--- src/rtl/key_filter.sv ---
// Push-button debouncer: two-flop synchroniser, edge detect and a four-state filter FSM
// that emits one-cycle press/release strobes once the level holds for CNT_MAX cycles.
module key_filter #(
    parameter int unsigned CNT_MAX = 1000000
) (
    input  logic clk,
    input  logic rst,
    input  logic key_in,
    output logic key_state,
    output logic press_pulse,
    output logic release_pulse
);

    localparam int unsigned CW = (CNT_MAX > 1) ? $clog2(CNT_MAX) : 1;
    localparam logic [CW-1:0] CNT_LAST = CW'(CNT_MAX - 1);

    localparam logic [1:0] StIdle       = 2'd0;
    localparam logic [1:0] StFilterDown = 2'd1;
    localparam logic [1:0] StDown       = 2'd2;
    localparam logic [1:0] StFilterUp   = 2'd3;

    logic          r_key_s1;
    logic          r_key_sync;
    logic          r_key_d;
    logic [1:0]    r_state;
    logic [CW-1:0] r_cnt;
    logic          r_key_state;
    logic          r_press;
    logic          r_release;

    logic          w_neg_edge;
    logic          w_pos_edge;
    logic [1:0]    w_state_nxt;
    logic [CW-1:0] w_cnt_nxt;
    logic          w_key_state_nxt;
    logic          w_press_nxt;
    logic          w_release_nxt;

    assign w_neg_edge = r_key_d & ~r_key_sync;
    assign w_pos_edge = ~r_key_d & r_key_sync;

    always_ff @(posedge clk or posedge rst) begin
        if (rst) begin
            r_key_s1   <= 1'b1;
            r_key_sync <= 1'b1;
            r_key_d    <= 1'b1;
        end else begin
            r_key_s1   <= key_in;
            r_key_sync <= r_key_s1;
            r_key_d    <= r_key_sync;
        end
    end

    // An edge seen on the terminal-count cycle is treated as bounce: edge checks come first.
    always_comb begin
        w_state_nxt     = r_state;
        w_cnt_nxt       = r_cnt;
        w_key_state_nxt = r_key_state;
        w_press_nxt     = 1'b0;
        w_release_nxt   = 1'b0;
        case (r_state)
            StIdle: begin
                w_cnt_nxt = '0;
                if (w_neg_edge) begin
                    w_state_nxt = StFilterDown;
                end
            end
            StFilterDown: begin
                if (w_pos_edge) begin
                    w_state_nxt = StIdle;
                    w_cnt_nxt   = '0;
                end else if (r_cnt == CNT_LAST) begin
                    w_state_nxt     = StDown;
                    w_cnt_nxt       = '0;
                    w_key_state_nxt = 1'b0;
                    w_press_nxt     = 1'b1;
                end else begin
                    w_cnt_nxt = r_cnt + 1'b1;
                end
            end
            StDown: begin
                w_cnt_nxt = '0;
                if (w_pos_edge) begin
                    w_state_nxt = StFilterUp;
                end
            end
            StFilterUp: begin
                if (w_neg_edge) begin
                    w_state_nxt = StDown;
                    w_cnt_nxt   = '0;
                end else if (r_cnt == CNT_LAST) begin
                    w_state_nxt     = StIdle;
                    w_cnt_nxt       = '0;
                    w_key_state_nxt = 1'b1;
                    w_release_nxt   = 1'b1;
                end else begin
                    w_cnt_nxt = r_cnt + 1'b1;
                end
            end
            default: begin
                w_state_nxt     = StIdle;
                w_cnt_nxt       = '0;
                w_key_state_nxt = 1'b1;
            end
        endcase
    end

    always_ff @(posedge clk or posedge rst) begin
        if (rst) begin
            r_state     <= StIdle;
            r_cnt       <= '0;
            r_key_state <= 1'b1;
            r_press     <= 1'b0;
            r_release   <= 1'b0;
        end else begin
            r_state     <= w_state_nxt;
            r_cnt       <= w_cnt_nxt;
            r_key_state <= w_key_state_nxt;
            r_press     <= w_press_nxt;
            r_release   <= w_release_nxt;
        end
    end

    assign key_state     = r_key_state;
    assign press_pulse   = r_press;
    assign release_pulse = r_release;

endmodule
--- config.mk ---
export PLATFORM = sky130hd
export DESIGN_NAME = key_filter
export DESIGN_NICKNAME = d
export VERILOG_FILES = /design/src/rtl/key_filter.sv
export SDC_FILE = /design/constraint.sdc
export NUM_CORES = 1
export LEC_CHECK = 0
export CORE_UTILIZATION = 58
export DETAILED_ROUTE_END_ITERATION = 6
export HOLD_SLACK_MARGIN = 0.03
export PLACE_DENSITY = 0.77
export SLEW_MARGIN = 10
export SYNTH_ARGS = -nofsm -noshare
export SYNTH_HDL_FRONTEND = slang
export SYNTH_SLANG_ARGS = --single-unit
--- constraint.sdc ---
create_clock -name clk -period 2.6 [get_ports clk]
set_clock_uncertainty 0.05 [all_clocks]
set_input_delay 0.39 -clock clk [delete_from_list [all_inputs] [get_ports clk]]
set_output_delay 0.39 -clock clk [all_outputs]
set_load 0.01 [all_outputs]
Yosys cells after proc, flatten, opt, wreduce, memory -nomap -nowiden
Cells that the tools add are included.

storage, ports and cells
  register bits after elaboration = 28
  latch bits = 0
  bits in writable memories = 0
  ROM bits = 0
  input port bits = 3
  output and inout port bits = 3
  logic and storage cells = 51
  memories kept = 0

operators by class
  add/subtract/negate cells = 1
  multiply operators = 0
  div/mod/pow operators = 0
  $lt $le $gt $ge = 0
  eq/ne operators = 12
  shift-type cells = 0
  multiplexer cells = 21
  bitwise gates (word level) = 4
  reduce and logical (&&, ||, !) cells = 5

operators with widths
  operator                                       number
  two-way mux 20 bit                             3
  case mux 20 bit (3 select lines)               1
  adder 20 x 1 -> 20 bit, second input constant  1
  == test 20 bit, second input constant          1
  two-way mux 2 bit                              6
  != test 2 bit, second input constant           6
  two-way mux 1 bit                              9
  case mux 2 bit (4 select lines)                1
  != test 3 bit, second input constant           2
  AND reduction 5 bit                            1
  == test 2 bit, second input constant           2
  AND reduction 4 bit                            1
  AND 1 bit                                      2
  == test 2 x 1 -> 1 bit, second input constant  1
  zero test 2 bit                                1
  NOT 1 bit                                      2
  case mux 1 bit (2 select lines)                1
  nonzero test 2 bit                             1
  OR reduction 2 bit                             1

Longest topological paths before layout
Gate-level depths: netlist of the first run.

  depth after elaboration = 4
  depth in mapped cells = 7
  mapped depth without buffers = 6

Worst setup path before layout of the first run
No wires, ideal clock.

  kind = register to register
  from = register r_cnt[7]
  to = register r_cnt[6]
  library setup time = 0.119 ns
  arrival = 1.700 ns
  required time = 2.431 ns
  path slack = 0.732 ns
  stages on the path, launching flop included = 7
  buffers on the path = 2
  period minus slack after synthesis = 1.868 ns
  cells stage by stage = dfrtp_1 > or4b_4 > nor4_4 > a31o_2 > buf_6 > buf_6 > nor2_1

between the ends
  cells in the longest elaborated chain, start to end = 4
  elaborated cells between the ends (all ways) = 5
  those cells by class = 1 x eq/ne; 4 x mux

RTL lines
  element                                       RTL line  source
  start: declaration                            26        logic [CW-1:0] r_cnt;
  start signal: assignment                      117       r_cnt <= w_cnt_nxt;
  == test 20 bit (*)                            72, 91
  two-way mux 20 bit (*)                        72, 91
  two-way mux 20 bit, on equally long branches  88, 69
  case mux 20 bit (3 select lines) (*)          61        case (r_state)
  named net w_cnt_nxt[6]                        34        logic [CW-1:0] w_cnt_nxt;

Mark *: on every way through the listed nets, which the timed path passes. The rest lies on a longest branch.
A chain may end at the register's enable or synchronous reset.

Worst setup path after layout of the first run
  from = register r_cnt[7]
  to = register r_cnt[9]

between the ends
  cells in the longest elaborated chain, start to end = 4
  elaborated cells between the ends (all ways) = 6
  those cells by class = 1 x add/sub; 1 x eq/ne; 4 x mux

RTL lines
  element                                                          RTL line
  adder 20 x 1 -> 20 bit / == test 20 bit (equally long branches)  -
  two-way mux 20 bit (*)                                           72, 91
  two-way mux 20 bit, on equally long branches                     88, 69
  case mux 20 bit (3 select lines) (*)                             61
  named net w_cnt_nxt[9]                                           34

Marks and branches as above.

==> results of run 1 <==
sequential cells by signal (all words and copies together), names as in the netlist:
name	cells
r_state	2
r_key_sync	1
r_cnt	20
r_key_d	1
key_state	1
press_pulse	1
r_key_s1	1
release_pulse	1
synth_stat cells, drive strengths merged, types with 3 or more instances:
master  count  share of area, %
buf         4               2.5
dfrtp      24                43
dfstp       4               7.6
inv         7               1.9
nand2      10               2.7
nand3       7               2.5
nand4       3               2.4
nor2       25               6.8
nor2b       3               1.4
nor3        8               2.9
nor3b       3               2.0
nor4        3               2.4
o21ai       4               1.4
xnor2      15               9.5
xor2        3               1.9
final cells by class:
class                      instances  area [sq um]
fill                             180           754
sequential                        28           706
multi-input combinational         97           618
timing repair buffer               6          57.6
clock buffer                       4          36.3
tap                               28          35.0
inverter                           7          26.3
routing by layer:
metal | up-vias | part of all wire, %
met2 | 19 | 52
met3 | 2 | 2.6
met5 | - | 0
li1 | 463 | -
met1 | 452 | 44
met4 | 0 | 1.1
power groups by stage:
stage	clock network, W	logic [W]	registers [W]
global route	0.000223	0.0000404	0.000455
finish	0.000202	0.0000349	0.000454
CTS	0.000208	0.0000355	0.000454
floorplan	0	0.0000313	0.000460
detailed placement	0	0.0000354	0.000462
global placement	0	0.0000346	0.000462
worst reg2reg max path, cell delays in order, from the launching register on:
cell,delay (ps)
dfrtp_1,440
or4b_4,560
nor4_4,310
a31o_2,460
nor2_1,100
metrics by stage:
step	utilization, %	setup slack (ps)	hold slack (ps)	instances	total power, W
6_report	66.2	560	316	170	0.000691
5_1_grt	66.2	433	325	170	0.000719
3_3_place_gp	64.6	652	299	166	0.000496
4_1_cts	66.2	568	318	170	0.000698
2_1_floorplan	-	732	295	136	0.000491
3_5_place_dp	64.6	583	299	166	0.000497
logic make-up (layout without fill, tap and decap cells):
kind of cell,count (synthesis),after routing,synth area share [%]
mux,2,2,1.54
flops,28,28,50.9
buf+inv,11,17,4.43
xor+xnor,18,18,11.4
compound gates,7,7,3.34
fa+ha+maj,1,1,0.903
simple gates,69,69,27.5
final timing paths:
check                      startpoint    endpoint  slack [ps]  cells after the start
max                          r_cnt[7]    r_cnt[9]         560                      4
min                          r_key_s1  r_key_sync         320                      0
max reg2reg                  r_cnt[7]    r_cnt[9]         560                      4
min reg2reg                  r_key_s1  r_key_sync         320                      0
max in group asynchronous         rst     r_key_d        1840                      3
min in group asynchronous         rst   r_cnt[18]         350                      3
==> run metrics, run 1 <==
DRC 0; worst slew pin tran 392 ps; chip width 50.9 um; Worst path max stage delay 560 ps; Synth Net Count 140; Fmax 0.490 GHz; met1 Track Usage GR 26.7%; Cells after Synth 136; Lkg Pwr 0.580 nW; H-tree lvl count 1; Main synth FF type dfrtp_1; clk sink count 28; clock slew at reported path FFs 140 ps; TritonCTS Buffers 3; crit-path cells or4b_4 > nor4_4 > a31o_2 > nor2_1; WL/cell 13.4 um; syn_area_per_cell 10.2 sq um; Top Ports 6; vias in the first global route 915; sequential area share after synthesis 50.9%; Final setup viols 0; VDD IR-drop max 0.324 mV; post-route cell area 1480 sq um; grt met2 use 38.0%; run status completed; nets@finish 147; DR iter-0 viols 26; core area 2230 sq um; initial antenna violation count 0; Max-cap violations 0; most common cell after layout, fill and taps aside nor2_1; Worst EP required 2750 ps; Chip Height 50.9 um; row count 17; die area 2590 sq um; combinational group share of total power 5.1%; Clock Power Share 29.2%; CP top delay family simple AND/OR/NAND/NOR gates; switching part of the total power 21.5%; Seq cells post-synth 28; CP Max Fanout 19; share of total power in sequential cells 65.7%; Distinct cells, synth 31; M3 GR Usage 2.68%; first-pass GRT wire length 4050 um; final worst path period need 2040 ps; Psw 0.000148 W; routed vias 936; WS Path Type reg2reg; Placed Area 1440 sq um; Relative slew margins 73.8%; cts hold-fix bufs 0; share of cells above drive strength 1 12.7%; Max Buffers Root-to-Sink 2; internal power 0.000543 W; Ys Warns 0; CTS tree yes; CP bufs+invs 0; CTS root buffer clkbuf_4; unrepaired setup endpoints after global routing false; Skew-Pair Late Insertion Delay 320 ps; via/cell ratio 5.51; worst hold path class reg2reg; PortBufs 5; GRT Total Usage 21.5%; PwrDens 467 nW/um^2; final setup TNS 0 ps; Post-synth EDFFs 0; Syn Std Cell Area 1390 sq um; largest net degree at the start of global routing 29; most frequent cells in the layout nor2_1 (25), dfrtp_1 (24), xnor2_1 (15); Final period util 78.5%; router iterations before antenna repair 4; Final Max Slew Viols 0; Worst Path Arrival 2190 ps; Post-CTS Setup Inserts 0; area grow syn2layout 6.78%; post-cts sizing count 0; Placer Congestion 0.748; global route total overflow 0; initial core utilization 62.0%; DRT Wirelength 2280 um; DP Wirelength 1660 um; asr flop ratio synth 100%; Hold Fails Final Rpt 0; ANT cells 0; busiest layer in global routing met2; CP max stage cell or4b_4; Worst setup SP type flip-flop; post-route ant nets 0; crit end category flip-flop
(Power assumes the default switching activity.)
==> inputs of run 2 (changes only) <==
==> constraint.sdc (replaced) <==
create_clock -name clk -period 2 [get_ports clk]
set_clock_uncertainty 0.05 [all_clocks]
set_input_delay 0.3 -clock clk [delete_from_list [all_inputs] [get_ports clk]]
set_output_delay 0.3 -clock clk [all_outputs]
set_load 0.01 [all_outputs]
==> run 2 against run 1 <==
  * Clock-buffer cell count shrank 1
  * Clock power grew 78%
  * Die area is the same
  * Combinational power grew 60%
  * Critical path depth grew 1
  * Critical path type unchanged
  * Highest routed layer is now met3
==> run metrics, run 2 (synthesis results as in run 1) <==
initial core utilization 62.0%; DRC 0; core area 2230 sq um; Skew-Pair Late Insertion Delay 320 ps; cts hold-fix bufs 0; Register Area 706 sq um; Worst setup SP type flip-flop; PwrDens 655 nW/um^2; Final period util 95.7%; die area 2590 sq um; post-route ant nets 0; Fillers 166; share of total power in sequential cells 58.7%; Fmax 0.522 GHz; row count 17; switching part of the total power 20.2%; area grow syn2layout 11.0%; crit end category flip-flop; via/cell ratio 5.41; first-pass GRT wire length 4350 um; largest net degree at the start of global routing 29; Max-cap violations 0; combinational group share of total power 5.5%; Worst Path Arrival 2070 ps; CTS root buffer clkbuf_4; clock slew at reported path FFs 140 ps; internal power 0.000804 W; CP top delay family simple AND/OR/NAND/NOR gates; FF-to-FF End r_state[1]; final setup TNS 0 ps; Clock Power Share 35.8%; share of cells above drive strength 1 15.1%; CP max stage cell or4b_4; router iterations before antenna repair 4; Max Buffers Root-to-Sink 2; run status completed; Largest register FFs 20; area occupied by multi-input gates 618 sq um; Lkg Pwr 0.613 nW; Worst EP required 2160 ps; GRT Total Usage 22.6%; CP bufs+invs 0; ANT cells 0; biggest regs r_cnt (20), r_state (2); most common cell after layout, fill and taps aside nor2_1; Overall Power 0.00101 W; PortBufs 5; Placer Congestion 0.741; TritonCTS Buffers 3; CTS tree yes; initial antenna violation count 0; chip width 50.9 um; nets@finish 151; Psw 0.000203 W; crit-path cells or4b_4 > nor4_4 > nand4_4 > mux2i_1 > o311ai_1; Final WS setup 85.5 ps; Reg-to-Reg Start r_cnt[7]; Worst R2R Setup Slack 90 ps; Worst path max stage delay 560 ps; DR iter-0 viols 8; DRT Wirelength 2400 um; worst hold path class in2async; global route total overflow 0; CP Max Fanout 8; final worst path period need 1910 ps; Biggest register r_cnt; VDD IR-drop max 0.478 mV; DP Wirelength 1710 um; worst slack at placement -12.0 ps; Hold Fails Final Rpt 0; WS Path Type reg2reg; WL/cell 13.8 um; clk sink count 28; Final setup viols 0; most frequent cells in the layout nor2_1 (25), dfrtp_1 (24), xnor2_1 (15); Final Max Slew Viols 0; routed vias 942; worst slew pin tran 345 ps; vias in the first global route 970; H-tree lvl count 1; Top Ports 6; Relative slew margins 76.9%; Chip Height 50.9 um; Worst Reg-to-Reg Cells 5
==> run 2: changes by cell type in the layout (fill, tap and decap cells not counted), sizes merged <==
cell / previous run / this run
bufinv: 0 / 1
buf: 1 / 5
clkbuf: 4 / 3
==> run 2: worst reg2reg max path: cells and delay by family (launching register included) <==
kind / cells / cell delay [ps]
compound gates: 1 / 120
mux: 1 / 220
simple gates: 3 / 990
flops: 1 / 430
==> run 2: worst max path at each step <==
stage	slack (ps)	start	cells after the start	endpoint
floorplan	130	r_cnt[7]	6	r_cnt[6]
global placement	110	r_cnt[7]	5	r_state[1]
detailed placement	-10	r_cnt[7]	5	key_state
CTS	1	r_cnt[7]	5	r_state[1]
global route	-3	r_cnt[7]	5	r_state[1]
finish	90	r_cnt[7]	5	r_state[1]
==> run 2: area by class of cell <==
class / instances / share of cell area (%)
clock buffer: 3 / 1.46
timing repair buffer: 10 / 6.51
clock inverter: 1 / 1.95
inverter: 7 / 1.71
sequential: 28 / 45.9
tap: 28 / 2.28
multi-input combinational: 97 / 40.2
==> run 2: what timing repair did <==
item | in CTS | in global routing
resized for setup | 1 | 0
endpoints found under the setup margin | 1 | 2
gates cloned | 0 | 0
buffers inserted | 0 | 2
pin swaps | 0 | 1
==> run 2: layer usage <==
metal	vias to the layer above	part of all wire, %	GRT usage (%)	wire length, um
li1	471	-	-	-
met1	458	45	27.8	1070
met2	13	54	41.1	1290
met3	0	1.7	2.68	40
met5	-	0	0	0
met4	0	0	7.41	0
==> run 2: power groups by stage <==
stage / clock [W] / combinational [W] / sequential [W]
after floorplan: 0 / 0.0000407 / 0.000598
after global placement: 0 / 0.0000538 / 0.000600
after detailed placement: 0 / 0.0000566 / 0.000601
after CTS: 0.000369 / 0.0000567 / 0.000591
after global routing: 0.000391 / 0.0000649 / 0.000593
final: 0.000360 / 0.0000559 / 0.000591
==> run 2: stage by stage <==
step           std cells  cell area (sq um)  util, %  hold WS (ps)
2_1_floorplan        136               1390        -           254
3_3_place_gp         168               1470     65.8           299
3_5_place_dp         168               1470     65.8           299
4_1_cts              172               1520     68.2           265
5_1_grt              174               1540     68.9           304
6_report             174               1540     68.9           266
==> inputs of run 3 (changes only) <==
--- a/config.mk
+++ b/config.mk
@@ -9,7 +9,6 @@
 export DETAILED_ROUTE_END_ITERATION = 6
 export HOLD_SLACK_MARGIN = 0.03
 export PLACE_DENSITY = 0.77
-export SLEW_MARGIN = 10
 export SYNTH_ARGS = -nofsm -noshare
 export SYNTH_HDL_FRONTEND = slang
 export SYNTH_SLANG_ARGS = --single-unit
==> results of run 3 <==
Same layout as run 2: the final DEF is identical, and so are final timing and power.
==> RTL change: new RTL, flow settings as in run 1 <==
The parameter `CNT_MAX` goes from 1000000 to 250000.
--- a/src/rtl/key_filter.sv
+++ b/src/rtl/key_filter.sv
@@ -1,7 +1,7 @@
 // Push-button debouncer: two-flop synchroniser, edge detect and a four-state filter FSM
 // that emits one-cycle press/release strobes once the level holds for CNT_MAX cycles.
 module key_filter #(
-    parameter int unsigned CNT_MAX = 1000000
+    parameter int unsigned CNT_MAX = 250000
 ) (
     input  logic clk,
     input  logic rst,
Formal check against the unedited RTL: same outputs for any inputs over 10 cycles, from zero or initial values and one cycle with rst high; that may be too few to reach the edited logic, so the function may still have changed.
==> RTL change against run 1 <==
Non-clock buffer count up 1. Die area shrank 4.6%. Routed wire length increased by 2.1%. Sequential cell count decreased by 2. Total power decreased by 4.9%. Final area is 3.8% lower. Count of clock-buffer cells in the layout unchanged. Worst setup slack got worse by 0.040 ns. Area after synthesis shrank 4.8%.
==> RTL change: results (changes against run 1) <==
[status]
status = complete, no violations

[global_routing]
track_usage_pct = 21.8  ; +0.32 points
grt_pass1_wl_um = 4070  ; +0.52%
grt_max_degree = 27  ; -6.9%
grt_antenna_before_repair = 0  ; unchanged
grt_pass1_vias = 912  ; -0.33%

[power_and_ir_drop]
p_leak_nw = 0.563  ; -2.9%
clockPowerShare_pct = 30.9  ; +1.7 points
pg_seq_mw = 0.422  ; -7.0%
peakVddDrop_uv = 364  ; +12%
power_density_mw_per_mm2 = 462  ; -1.2%
p_sw_mw = 0.147  ; -0.58%

[timing]
slew_headroom_pct = 64.1  ; -9.7 points
max_clock_freq_mhz = 481  ; -1.9%

[logic_synthesis]
synth_common_cells = dfrtp_1 (22), nor2_1 (20), xnor2_1 (10)
synthDistinctLibCells = 39  ; +26%
avgSynthCellArea_um2 = 9.99  ; -1.9%
syn-num-nets = 136  ; -2.9%
yosys-top-cells-area = dfrtp_1 (42%), dfstp_2 (8.0%), xnor2_1 (6.6%)
synth_seq_area_share_pct = 49.7  ; -1.2 points

[critical_path]
regToRegEndpoint = r_cnt[8]
critPathLaunch = r_cnt[8]
crit_fanout = 17  ; -2
r2r-start = r_cnt[8]
cp_data_arrival_time_ns = 2.23  ; +0.04 ns
crit_path_end = r_cnt[8]

[cells_and_area]
drive_above_1_share_pct = 11.6  ; -1.1 points
top_regs = r_cnt (18), r_state (2)
n_fill_cell = 173  ; -3.9%
n_antenna_cell = 0  ; unchanged

[detailed_routing]
vias_per_cell = 5.81  ; +5.5%
via_count = 958  ; +2.4%
drt_iter0_markers = 16  ; -38%
drt_wl_total_um = 2330  ; +2.1%

[place]
pre_cts_slack_ns = 0.562  ; -0.0215 ns
dpl.cell_count = 161  ; -3.0%
placed_cell_area_mm2 = 0.00139  ; -3.9%
hpwl_um = 1590  ; -3.9%
globalplace.congestion = 0.865  ; +16%

[clocking]
clk_pin_slew_ns = 0.14  ; about the same
ctsResizeCount = 0  ; unchanged
postCtsSetupBuffers = 0  ; unchanged
cts_max_path_buffers = 2  ; unchanged
cts_root_buf = clkbuf_4
insertion_delay_ns = 0.32  ; about the same

-- RTL change: cell types whose count changed after synthesis, moves of 3 or more --
cell / delta
nand4_1: +3
xnor2_1: -5
nor2_1: -5
nand2_1: -6
nor3_1: -4
a21oi_1: +4
-- RTL change: how the worst min path moves through the flow --
stage | endpoint | cells after the start | slack (ns) | from
2_1_floorplan | r_key_sync | 0 | 0.30 | r_key_s1
3_3_place_gp | r_key_sync | 0 | 0.30 | r_key_s1
3_5_place_dp | r_key_sync | 0 | 0.30 | r_key_s1
4_1_cts | r_key_sync | 0 | 0.32 | r_key_s1
5_1_grt | r_key_sync | 0 | 0.32 | r_key_s1
6_report | r_key_sync | 0 | 0.32 | r_key_s1
-- RTL change: layer usage --
| metal | GRT usage, % | part of all wire (%) |
|---|---|---|
| met1 | 28.2 | 50 |
| met3 | 4.01 | 1.4 |
| met4 | 6.67 | 0.51 |
| met5 | 0 | 0 |
| met2 | 36.9 | 48 |
-- RTL change: logic make-up after synthesis --
logic type                 count (synthesis)  synth area share, %
buffers and inverters                     13                 4.65
adders and majority gates                  1                0.949
xor gates and xnor gates                  14                 9.30
AOI/OAI and AO/OA                         16                 8.35
and+or+nand+nor                           62                 27.0
DFF                                       26                 49.7
-- RTL change: final cells by class --
class                           count  area [µm²]  share of cell area (%)
Sequential cell                    26         656                    46.1
Multi-Input combinational cell     93         602                    42.3
Timing Repair Buffer                7        65.1                    4.57
Clock buffer                        4        36.3                    2.55
Tap cell                           27        33.8                    2.37
Inverter                            8        30.0                    2.11
-- RTL change: critical path, stage by stage (launching register included) --
cell and delay, ns:
dfrtp_1 0.46, or4_1 0.57, nor2_2 0.26, a21o_1 0.50, nor2_1 0.11
